$ cat src/rtl/mem_sched_pkg.sv
// Shared types and constants for the SRAM access scheduler.
package mem_sched_pkg;

  localparam int MEM_AW = 10;
  localparam int MEM_DW = 16;

  typedef enum logic {
    WAIT_LOCK = 1'b0,
    RUN       = 1'b1
  } lock_state_e;

  typedef struct packed {
    logic       vld;
    logic [2:0] idx;
  } rd_tag_t;

endpackage

$ cat src/rtl/rr_arbiter.sv
// Round-robin arbiter: picks the first requester at or after rr_ptr.
// Latency: grant is combinational from req/en/rr_ptr; pointer updates on the next edge.
// Backpressure: en=0 suppresses all grants; ungranted requesters simply hold req.
module rr_arbiter #(
  parameter int NREQ = 2
) (
  input  logic                     clock,
  input  logic                     reset,
  input  logic                     en,
  input  logic [NREQ-1:0]          req,
  output logic [NREQ-1:0]          gnt,
  output logic [$clog2(NREQ)-1:0]  gnt_idx
);

  localparam int IW = $clog2(NREQ);

  logic [IW-1:0] rr_ptr;
  logic [IW-1:0] cand;
  logic          found;

  always_comb begin
    gnt     = '0;
    gnt_idx = '0;
    found   = 1'b0;
    cand    = '0;
    for (int k = 0; k < NREQ; k++) begin
      // Walk requesters starting at the pointer, wrapping modulo NREQ.
      if (int'(rr_ptr) + k >= NREQ) begin
        cand = IW'(int'(rr_ptr) + k - NREQ);
      end else begin
        cand = IW'(int'(rr_ptr) + k);
      end
      if (en && !found && req[cand]) begin
        found        = 1'b1;
        gnt[cand]    = 1'b1;
        gnt_idx      = cand;
      end
    end
  end

  always_ff @(posedge clock) begin
    if (reset) begin
      rr_ptr <= '0;
    end else if (|gnt) begin
      rr_ptr <= (gnt_idx == IW'(NREQ - 1)) ? '0 : gnt_idx + IW'(1);
    end
  end

endmodule

$ cat src/rtl/mem_access_sched.sv
// Shares one single-port SRAM among NREQ requesters, gated by a settled PLL lock.
// Latency: grant -> SRAM pins next cycle; read data returned 1+RD_LATENCY cycles after grant.
// Backpressure: requesters hold req until gnt; no grants while lock is unsettled.
module mem_access_sched
  import mem_sched_pkg::*;
#(
  parameter int NREQ        = 2,
  parameter int AW          = MEM_AW,
  parameter int DW          = MEM_DW,
  parameter int LOCK_CYCLES = 64,
  parameter int RD_LATENCY  = 1
) (
  input  logic               clock,
  input  logic               reset,
  input  logic               pll_lock,
  output logic               ready,
  input  logic [NREQ-1:0]    req,
  input  logic [NREQ-1:0]    we,
  input  logic [NREQ*AW-1:0] addr,
  input  logic [NREQ*DW-1:0] wdata,
  output logic [NREQ-1:0]    gnt,
  output logic [NREQ-1:0]    rvalid,
  output logic [DW-1:0]      rdata,
  output logic               mem_chip_en,
  output logic               mem_wr_en,
  output logic               mem_rd_en,
  output logic [AW-1:0]      mem_addr,
  output logic [DW-1:0]      mem_wr_data,
  input  logic [DW-1:0]      mem_rd_data
);

  localparam int IW = $clog2(NREQ);
  localparam int CW = (LOCK_CYCLES > 1) ? $clog2(LOCK_CYCLES) : 1;

  lock_state_e   state;
  logic [CW-1:0] lock_cnt;

  always_ff @(posedge clock) begin
    if (reset) begin
      state    <= WAIT_LOCK;
      lock_cnt <= '0;
      ready    <= 1'b0;
    end else begin
      case (state)
        WAIT_LOCK: begin
          if (!pll_lock) begin
            lock_cnt <= '0;
          end else if (lock_cnt == CW'(LOCK_CYCLES - 1)) begin
            state    <= RUN;
            ready    <= 1'b1;
            lock_cnt <= '0;
          end else begin
            lock_cnt <= lock_cnt + CW'(1);
          end
        end
        RUN: begin
          if (!pll_lock) begin
            state    <= WAIT_LOCK;
            ready    <= 1'b0;
            lock_cnt <= '0;
          end
        end
        default: begin
          state <= WAIT_LOCK;
          ready <= 1'b0;
        end
      endcase
    end
  end

  logic [IW-1:0] gnt_idx;

  // Registered ready gates the arbiter, so a lock drop only blocks grants from the next cycle.
  rr_arbiter #(
    .NREQ (NREQ)
  ) u_arb (
    .clock   (clock),
    .reset   (reset),
    .en      (ready),
    .req     (req),
    .gnt     (gnt),
    .gnt_idx (gnt_idx)
  );

  logic          any_gnt;
  logic          sel_we;
  logic [AW-1:0] sel_addr;
  logic [DW-1:0] sel_wdata;

  always_comb begin
    any_gnt   = |gnt;
    sel_we    = 1'b0;
    sel_addr  = '0;
    sel_wdata = '0;
    for (int i = 0; i < NREQ; i++) begin
      if (gnt[i]) begin
        sel_we    = we[i];
        sel_addr  = addr[i*AW +: AW];
        sel_wdata = wdata[i*DW +: DW];
      end
    end
  end

  logic [2:0] rd_idx_q;

  always_ff @(posedge clock) begin
    if (reset) begin
      mem_chip_en <= 1'b0;
      mem_wr_en   <= 1'b0;
      mem_rd_en   <= 1'b0;
      mem_addr    <= '0;
      mem_wr_data <= '0;
      rd_idx_q    <= '0;
    end else begin
      mem_chip_en <= any_gnt;
      mem_wr_en   <= any_gnt & sel_we;
      mem_rd_en   <= any_gnt & ~sel_we;
      if (any_gnt) begin
        mem_addr    <= sel_addr;
        mem_wr_data <= sel_wdata;
        rd_idx_q    <= 3'(gnt_idx);
      end
    end
  end

  // The mem_rd_en cycle acts as the head stage; the tag then trails the SRAM by RD_LATENCY edges.
  rd_tag_t tag_pipe [RD_LATENCY];

  always_ff @(posedge clock) begin
    if (reset) begin
      for (int k = 0; k < RD_LATENCY; k++) begin
        tag_pipe[k] <= '0;
      end
    end else begin
      tag_pipe[0] <= rd_tag_t'{vld: mem_rd_en, idx: rd_idx_q};
      for (int k = 1; k < RD_LATENCY; k++) begin
        tag_pipe[k] <= tag_pipe[k-1];
      end
    end
  end

  always_comb begin
    rvalid = '0;
    for (int i = 0; i < NREQ; i++) begin
      rvalid[i] = tag_pipe[RD_LATENCY-1].vld && (tag_pipe[RD_LATENCY-1].idx == 3'(i));
    end
  end

  assign rdata = mem_rd_data;

endmodule
$ cat config.mk
export PLATFORM = sky130hd
export DESIGN_NAME = mem_access_sched
export DESIGN_NICKNAME = d
export VERILOG_FILES = /design/src/rtl/mem_sched_pkg.sv /design/src/rtl/rr_arbiter.sv /design/src/rtl/mem_access_sched.sv
export SDC_FILE = /design/constraint.sdc
export NUM_CORES = 1
export LEC_CHECK = 0
export ABC_CLOCK_PERIOD_IN_PS = 1600
export BUFFER_PORTS_ARGS = -buffer_cell sky130_fd_sc_hd__buf_2
export CAP_MARGIN = 10
export CORE_UTILIZATION = 43
export CTS_BUF_LIST = sky130_fd_sc_hd__clkbuf_8
export CTS_CLUSTER_DIAMETER = 200
export CTS_CLUSTER_SIZE = 28
export DETAILED_ROUTE_END_ITERATION = 8
export HOLD_SLACK_MARGIN = 0.08
export PLACE_DENSITY = 0.82
export SLEW_MARGIN = 0
export SYNTH_ARGS = -nofsm -noshare
export SYNTH_HDL_FRONTEND = slang
export SYNTH_SLANG_ARGS = --single-unit
$ cat constraint.sdc
create_clock -name clock -period 1.6 [get_ports clock]
set_input_delay 0 -clock clock [delete_from_list [all_inputs] [get_ports clock]]
set_output_delay 0 -clock clock [all_outputs]
set_load 0.05 [all_outputs]
== After elaboration in Yosys (flattened, before gate mapping) ==
Memory sizes are Yosys's and may differ from the RTL's.
Index checks and enable logic that the tools add are counted.
Operators by class
  $add $sub $neg: 5
  multipliers: 0
  div/mod/pow operators: 0
  magnitude comparators: 6
  equality and inequality tests: 5
  shift operators: 0
  multiplexer cells: 39
  bitwise gates (word level): 5
  reduce and logical (&&, ||, !) cells: 12
Operator list (count)
  $mux 16: 2
  $mux 1: 24
  $mux 10: 2
  $mux 6: 3
  $pmux 6 s2: 1
  $logic_and 1x1->1: 7
  $add 6x1->6 const B: 1
  $eq 6x6->1 const B: 1
  $mux 2: 3
  $ne 2x2->1 const B: 3
  $lt 1x2->1 const B: 2
  $pmux 1 s2: 2
  $reduce_or 2->1: 2
  $eq 3x1->1 const B: 1
  $logic_not 3->1: 1
  $reduce_and 3->1: 1
  $add 1x1->2 const B: 1
  $and 1x1->1: 2
  $demux 1 s1: 2
  $ge 1x1->1 const B: 2
  $ge 1x2->1 const B: 1
  $ge 2x2->1 const B: 1
  $not 1->1: 2
  $or 2x2->2: 1
  3 further kinds: 4
Storage, ports and cells
  register bits after elaboration: 39
  latch bits: 0
  RAM bits: 2
  memory bits (read-only): 0
  output and inout bits: 50
  memories kept: 1
Memory list
  tag_pipe: words 1, bits a word 2, read ports 1, clocked after memory_dff 0, wr ports 1, line mem_access_sched.sv:127  | rd_tag_t tag_pipe [RD_LATENCY];

== Depth between registers and ports, before layout ==
Gate-level depths: netlist of the first run.
  depth after elaboration: 14
  depth in mapped cells: 6
  depth with buffers taken out: 4

== By module ==
A second synthesis of the first run with hierarchy kept.
Second synthesis, totals
  cells, all modules: 199
  area total of the unflattened synthesis: 1989.4 µm²
Modules (own cells, without submodules)
  mem_access_sched: times used 1, cells each 189, area an instance 1921.8 µm²
  rr_arbiter: times used 1, cells each 10, area an instance 67.6 µm²

== Least setup slack after synthesis of the first run ==
No wires, ideal clock.
  path kind: register to register
  start: register ready
  end: register mem_addr[1]
  library setup time: 0.115 ns
  data arrival time: 1.541 ns
  required time: 1.485 ns
  setup slack: -0.057 ns
  cell stages (with the launch flop): 7
  period minus slack after synthesis: 1.657 ns
  cells stage by stage: dfxtp_1 > nand2_2 > a21oi_2 > buf_6 > buf_12 > mux2i_1 > o21ai_2
On the way
  elaborated cells between the ends (all ways): 11
  classes of those cells: mux (5); bitwise (1); reduce/logical (5)
RTL lines
  from (decl): line mem_access_sched.sv:16  | output logic ready,
  from (signal assigned): line mem_access_sched.sv:42  | ready <= 1'b0;
  from (signal assigned): line mem_access_sched.sv:50  | ready <= 1'b1;
  from (signal assigned): line mem_access_sched.sv:59  | ready <= 1'b0;
  $logic_and 1x1->1: line rr_arbiter.sv:33  | if (en && !found && req[cand]) begin
  $mux 1: line rr_arbiter.sv:33
  $logic_not 1->1: line rr_arbiter.sv:33
  $logic_and 1x1->1 (2 in a row): line rr_arbiter.sv:33
  $mux 2 *: line rr_arbiter.sv:33
  net gnt[1]: line mem_access_sched.sv:21  | output logic [NREQ-1:0] gnt,
  $mux 10 or $reduce_or 2->1 (tied branches): line mem_access_sched.sv:96, mem_access_sched.sv:91
  to (signal assigned): line mem_access_sched.sv:119  | mem_addr <= sel_addr;
  to (decl): line mem_access_sched.sv:27  | output logic [AW-1:0] mem_addr,
The timed path passes the listed nets; every way through them passes the cells marked *.
A chain may end at the register's enable or synchronous reset.

== Worst setup path in the final report of the first run ==
  start: register u_arb.rr_ptr
  end: output gnt[1]
On the way
  longest elaborated chain between the ends: 10
  elaborated cells between the ends (all ways): 29
  classes of those cells: add/sub (3); order compare (6); mux (13); bitwise (1); reduce/logical (6)
RTL lines
  from (decl): line rr_arbiter.sv:17  | logic [IW-1:0] rr_ptr;
  from (signal assigned): line rr_arbiter.sv:45  | rr_ptr <= (gnt_idx == IW'(NREQ - 1)) ? '0 : gnt_idx + IW'(1);
  branches (longest 9 deep; another with $add 1x1->2)
  $mux 2 *: line rr_arbiter.sv:33
  to (decl): line mem_access_sched.sv:21
Mark *: on every way between the ends. The select of a mux whose other input is x is not followed.

==> results of run 1 <==
==> report_power, final <==
part / switching (mW) / leakage, nW / internal [mW]
logic: 0.166 / 0.986 / 0.186
clock network: 0.353 / 0.0485 / 0.336
registers: 0.00345 / 0.331 / 1.02
total: 0.522 / 1.36 / 1.54
==> per-layer routing <==
metal / global-route usage / part of all wire / wire (um)
met1: 0.299 / 0.36 / 2260
met2: 0.511 / 0.52 / 3260
met3: 0.0625 / 0.071 / 444
met4: 0.157 / 0.040 / 248
met5: 0 / 0 / 0
==> sequential cells by signal (all words and copies together) (netlist names) <==
| register | flops |
|---|---|
| rd_idx_q | 1 |
| mem_wr_en | 1 |
| state | 1 |
| lock_cnt | 6 |
| mem_chip_en | 1 |
| mem_wr_data | 16 |
| mem_rd_en | 1 |
| mem_addr | 10 |
| tag_pipe | 2 |
| ready | 1 |
| u_arb.rr_ptr | 1 |
==> worst paths after layout <==
| path | start | to | depth (start not counted) |
|---|---|---|---|
| hold reg to reg | mem_wr_data[1] | mem_wr_data[1] | 2 |
| setup / recovery | u_arb.rr_ptr | gnt[1] | 4 |
| setup reg to reg | u_arb.rr_ptr | mem_wr_data[8] | 5 |
| hold / removal | req[1] | u_arb.rr_ptr | 4 |
==> kinds of logic (layout without fill, tap and decap cells) <==
group	after synthesis	in the layout	share of synthesized area
AND/OR/NAND/NOR	59	59	0.145
XOR/XNOR	2	2	0.00947
adder cells (fa/ha/maj)	1	1	0.00676
multiplexers	27	27	0.146
flip-flops	41	41	0.444
buffers and inverters	29	181	0.118
AO/OA/AOI/OAI	41	41	0.130
==> tightest hold or removal path, cell delays in order <==
cell and delay [ps]:
buf_2 120, nand2_2 90, a21oi_1 70, nor2_1 70
==> layout make-up <==
class,instances,area [um^2]
fill,271,1000
sequential,41,822
tap,50,62.6
timing repair buffer,170,1250
inverter,4,15.0
clock inverter,1,3.75
clock buffer,6,82.6
multi-input combinational,130,821
==> synthesized netlist by cell type, types with 2 or more instances <==
cell,instances,area share
a21oi_1,10,0.027
and2_1,2,0.0068
and3_1,2,0.0068
buf_2,3,0.0081
buf_4,18,0.073
buf_6,3,0.018
dfxtp_1,41,0.44
inv_1,3,0.0061
mux2i_1,27,0.15
nand2_1,30,0.061
nand3_1,7,0.019
nor2_1,6,0.012
nor2b_1,6,0.020
o21ai_1,20,0.054
o21ai_2,8,0.038
or3_1,2,0.0068
==> through the flow <==
stage	power (mW)	util
floorplan	1.20	-
global placement	1.17	0.555
detailed placement	1.17	0.555
CTS	2.05	0.754
global route	2.14	0.754
finish	2.07	0.754
==> what timing repair did <==
item / in CTS / in global routing
setup buffers: 0 / 0
hold endpoints to repair: 49 / 0
hold buffers: 72 / 0
gates resized for setup: 0 / 0
endpoints found under the setup margin: 0 / 0
==> metrics.txt, run 1 <==
status=completed; commonest non-fill, non-tap cell in the layout=buf_2; CP top delay family=buffers and inverters; initial core utilization=0.456; final hold vios=0; grt total ovfl=0; Worst EP arrival=1500 ps; Mapped Nets=276; CTS sink cnt=41; CTS root buffer=clkbuf_8; final worst slack=97.7 ps; Die H=67.6 um; sequential fraction of the synthesis area=0.444; DRC=0; row count=23; Crit-path slowest cell=dfxtp_1; core area=4060 um^2; antenna violations before repair=0; critical-path cell list=inv_1, a21oi_4, buf_12, buf_2; synthesis warning total=0; setup TNS=0 ps; actual slew at the worst max-slew pin=between 500 and 600 ps; Layout Cells excl Fill=around 400; worst setup path class=reg -> out; Ant. Diodes=0; Layout area overhead=65.2%; Crit. End Element=primary output; Die Area=4570 um^2; post-synthesis area per instance=9.25 um^2; final setup fails=0; leak pwr=around 1.4 nW; Unique masters post-synth=28; Main synth FF type=dfxtp_1; hold_ws=99.0 ps; number of synthesized flops with an enable pin=0; port bufs=92; Die Wd=67.6 um; post-place instance area=about 2300 um^2; dpl hpwl=3120 um; Gate Count Post-Synth=200; drt pass-1 iters=4; final worst path period need=1500 ps; worst skew pair latency=290 ps; max-cap violation count=0; Crit path required time=about 1600 ps; placed cell count=around 320; worst rel slew slack=0.656; vias in the first global route=between 2,000 and 2,500; Hold Path Class=in -> reg; Fmax=666 MHz; design area=3060 um^2; share of layout cells above drive strength 1=0.332; Power Density=between 600 and 700 nW/um^2; flop2flop setup slack=210 ps; Max Slew Vio Count=0; Ports=125; commonest cells after routing, fill and taps aside=buf_2, dlygate4sd3_1, dfxtp_1, nand2_1, mux2i_1; largest net degree at the start of global routing=18; clock-pin transition on the worst setup and hold timing paths=70 ps; drt total wl=6210 um; Initial DRC Count=just under 200; dpl ws=228 ps; vias=1,994; first-pass GRT wire length=9320 um; CTS tree=done; synthesized flop and latch total=between 40 and 50; Worst Path Max Fanout=12; Nets=428; Clock Path Buffers=2; Final Cycle Share=0.939; mapped cell area=1850 um^2; VDD IR max=516 uV; gr usage total=0.283; via/cell ratio=4.96; remaining antenna violation count after routing=0; unrepaired setup endpoints after global routing=no; Num CTS Buffers=5; routed len/inst=15.5 um; htree depth=2; fraction of registers with async set or reset after synthesis=0; Final Skew=5.14 ps; slowest stage delay, CP=360 ps; CP Launch Type=flip-flop; routability cong.=0.825; CP bufs+invs=3
Power figures use the tool's default switching activity.
==> run 2, diff against run 1 <==
--- a/config.mk
+++ b/config.mk
@@ -8,13 +8,13 @@
 export ABC_CLOCK_PERIOD_IN_PS = 1600
 export BUFFER_PORTS_ARGS = -buffer_cell sky130_fd_sc_hd__buf_2
 export CAP_MARGIN = 10
-export CORE_UTILIZATION = 43
+export CORE_UTILIZATION = 35
 export CTS_BUF_LIST = sky130_fd_sc_hd__clkbuf_8
 export CTS_CLUSTER_DIAMETER = 200
 export CTS_CLUSTER_SIZE = 28
 export DETAILED_ROUTE_END_ITERATION = 8
 export HOLD_SLACK_MARGIN = 0.08
-export PLACE_DENSITY = 0.82
+export PLACE_DENSITY = 0.69
 export SLEW_MARGIN = 0
 export SYNTH_ARGS = -nofsm -noshare
 export SYNTH_HDL_FRONTEND = slang
==> run 2 against run 1 <==
Largest cell class unchanged; critical path depth stayed put; cell count is 5.2% higher; cell area grew 2.2%; count of clock-buffer cells in the layout shrank 1; hold slack gained 44 ps; first-iteration DRC count fell by 79%; fmax rose by 3.6%; worst setup slack improved by 52 ps; sequential share of layout area is 0.57 points lower; critical endpoint unchanged; via count fell by 3.5%; global-route usage fell by 8.8 points; largest power group unchanged.
==> metrics.txt, run 2 (synthesized netlist as in run 1, its figures left out) <==
row count=26 (+13%); largest net degree at the start of global routing=30 (+12); Gate power share=0.145 (-0.025); actual slew at the worst max-slew pin=511 ps (-3.16 ps); CP Launch Type=flip-flop; VDD IR max=549 uV (+6.4%); Nets=428 (unchanged); commonest non-fill, non-tap cell in the layout=buf_2; final worst slack=150 ps (+52.0 ps); worst skew pair latency=300 ps (about the same); setup TNS=0 ps (unchanged); via/cell ratio=4.55 (-8.3%); Flop pwr share=0.430 (-0.066); remaining antenna violation count after routing=0 (unchanged); Crit-path slowest cell=dfxtp_1; DRC=0 (unchanged); dpl hpwl=2940 um (-5.8%); port bufs=92 (unchanged); Die Wd=74.7 um (+11%); slowest stage delay, CP=370 ps (about the same); unrepaired setup endpoints after global routing=no; final hold vios=0 (unchanged); Die Area=5580 um^2 (+22%); gr usage total=0.195 (-0.0875); CTS tree=done; Clock Path Buffers=2 (unchanged); grt total ovfl=0 (unchanged); hold_ws=143 ps (+44.5 ps); drt pass-1 iters=4 (unchanged); CTS root buffer=clkbuf_8; Power Density=762 nW/um^2 (+13%); Fmax=690 MHz (+3.6%); Crit. End Element=primary output; routability cong.=0.818 (-0.84%); routed len/inst=12.8 um (-17%); Worst EP arrival=1450 ps (-50 ps); clock-pin transition on the worst setup and hold timing paths=80 ps (about the same); initial core utilization=0.362 (-0.0937); Die H=74.7 um (+11%); placed cell count=342 (+5.9%); Layout area overhead=68.8%; core area=5110 um^2 (+26%); Layout Cells excl Fill=423 (+5.2%); Ant. Diodes=0 (unchanged); critical-path cell list=inv_1, a21oi_4, buf_12, buf_2; Power, Total=2.38 mW (+15%); Final Skew=6.80 ps (+1.65 ps); internal cell power=1.84 mW (+19%); first-pass GRT wire length=8160 um (-12%); max reg flops=16 (unchanged); Switching Share=0.229 (-0.0242); Max Slew Vio Count=0 (unchanged); leak pwr=1.38 nW (+1.2%); final worst path period need=1450 ps (-52.0 ps); Num CTS Buffers=5 (unchanged); htree depth=2 (unchanged); Most flops, register=mem_wr_data; worst rel slew slack=0.658 (+0.00211); Crit path required time=1600 ps (about the same); antenna violations before repair=0 (unchanged); Ports=125 (unchanged); Initial DRC Count=42 (-79%); post-CTS setup buffers=0 (unchanged); CTS sink cnt=41 (unchanged); dpl ws=308 ps (+79.2 ps); Final Cycle Share=0.906 (-0.0325); NetSw=0.544 mW (+4.2%); final setup fails=0 (unchanged); clock share of power=0.424 (+0.090); vias=1,924 (-3.5%); worst setup path class=reg -> out; Worst Path Max Fanout=29 (+17); vias in the first global route=1,823 (-9.2%); commonest cells after routing, fill and taps aside=buf_2, dlygate4sd3_1, dfxtp_1, nand2_1, mux2i_1; drt total wl=5400 um (-13%); status=completed; Hold Path Class=in -> reg; Fillers=442 (+63%); top flop regs=mem_wr_data x16, mem_addr x10, lock_cnt x6; share of layout cells above drive strength 1=0.334 (+0.00189); max-cap violation count=0 (unchanged)
## run 2: through the flow
stage | area [um^2] | util
after floorplan | 1850 | -
after global placement | 2260 | 0.442
after detailed placement | 2260 | 0.442
after CTS | 3120 | 0.612
after global routing | 3120 | 0.612
final | 3120 | 0.612
## run 2: worst max-delay path: cells and delay by family (launching register included)
kind            cells  cell delay [ps]
compound gates      1              140
buf+inv             3              630
flops               1              370
## run 2: power groups by stage
stage	registers, mW	logic, mW	clock network, mW
after floorplan	1.05	0.148	0
after global placement	1.05	0.121	0
after detailed placement	1.05	0.123	0
after CTS	1.02	0.339	1.04
after global routing	1.03	0.372	1.08
final	1.02	0.346	1.01
## run 2: area by class of cell
| type | instances | area, um^2 | share of cell area |
|---|---|---|---|
| Multi-Input combinational cell | 130 | 821 | 0.263 |
| Inverter | 4 | 15.0 | 0.00481 |
| Tap cell | 70 | 87.6 | 0.0280 |
| Sequential cell | 41 | 822 | 0.263 |
| Timing Repair Buffer | 170 | 1240 | 0.397 |
| Clock inverter | 3 | 68.8 | 0.0220 |
| Clock buffer | 5 | 68.8 | 0.0220 |
## run 2: path summary, 6_finish.rpt
path                startpoint            to  cells past startpoint  slack (ps)
setup / recovery  u_arb.rr_ptr        gnt[1]                      4         150
hold / removal          req[0]  u_arb.rr_ptr                      5         140
setup reg to reg   lock_cnt[0]   lock_cnt[0]                      4         280
hold reg to reg    mem_addr[9]   mem_addr[9]                      2         450
## run 2: routing by layer
layer	share of wire	vias to the layer above	global-route usage
met5	0	-	0
met4	0.019	0	0.0797
met3	0.048	11	0.0455
met2	0.53	93	0.358
met1	0.40	853	0.216
li1	-	967	-
## run 2: what timing repair did
| item | 4_1_cts | 5_1_grt |
|---|---|---|
| gates resized for setup | 0 | 0 |
| hold endpoints to repair | 49 | 0 |
| hold buffers | 73 | 0 |
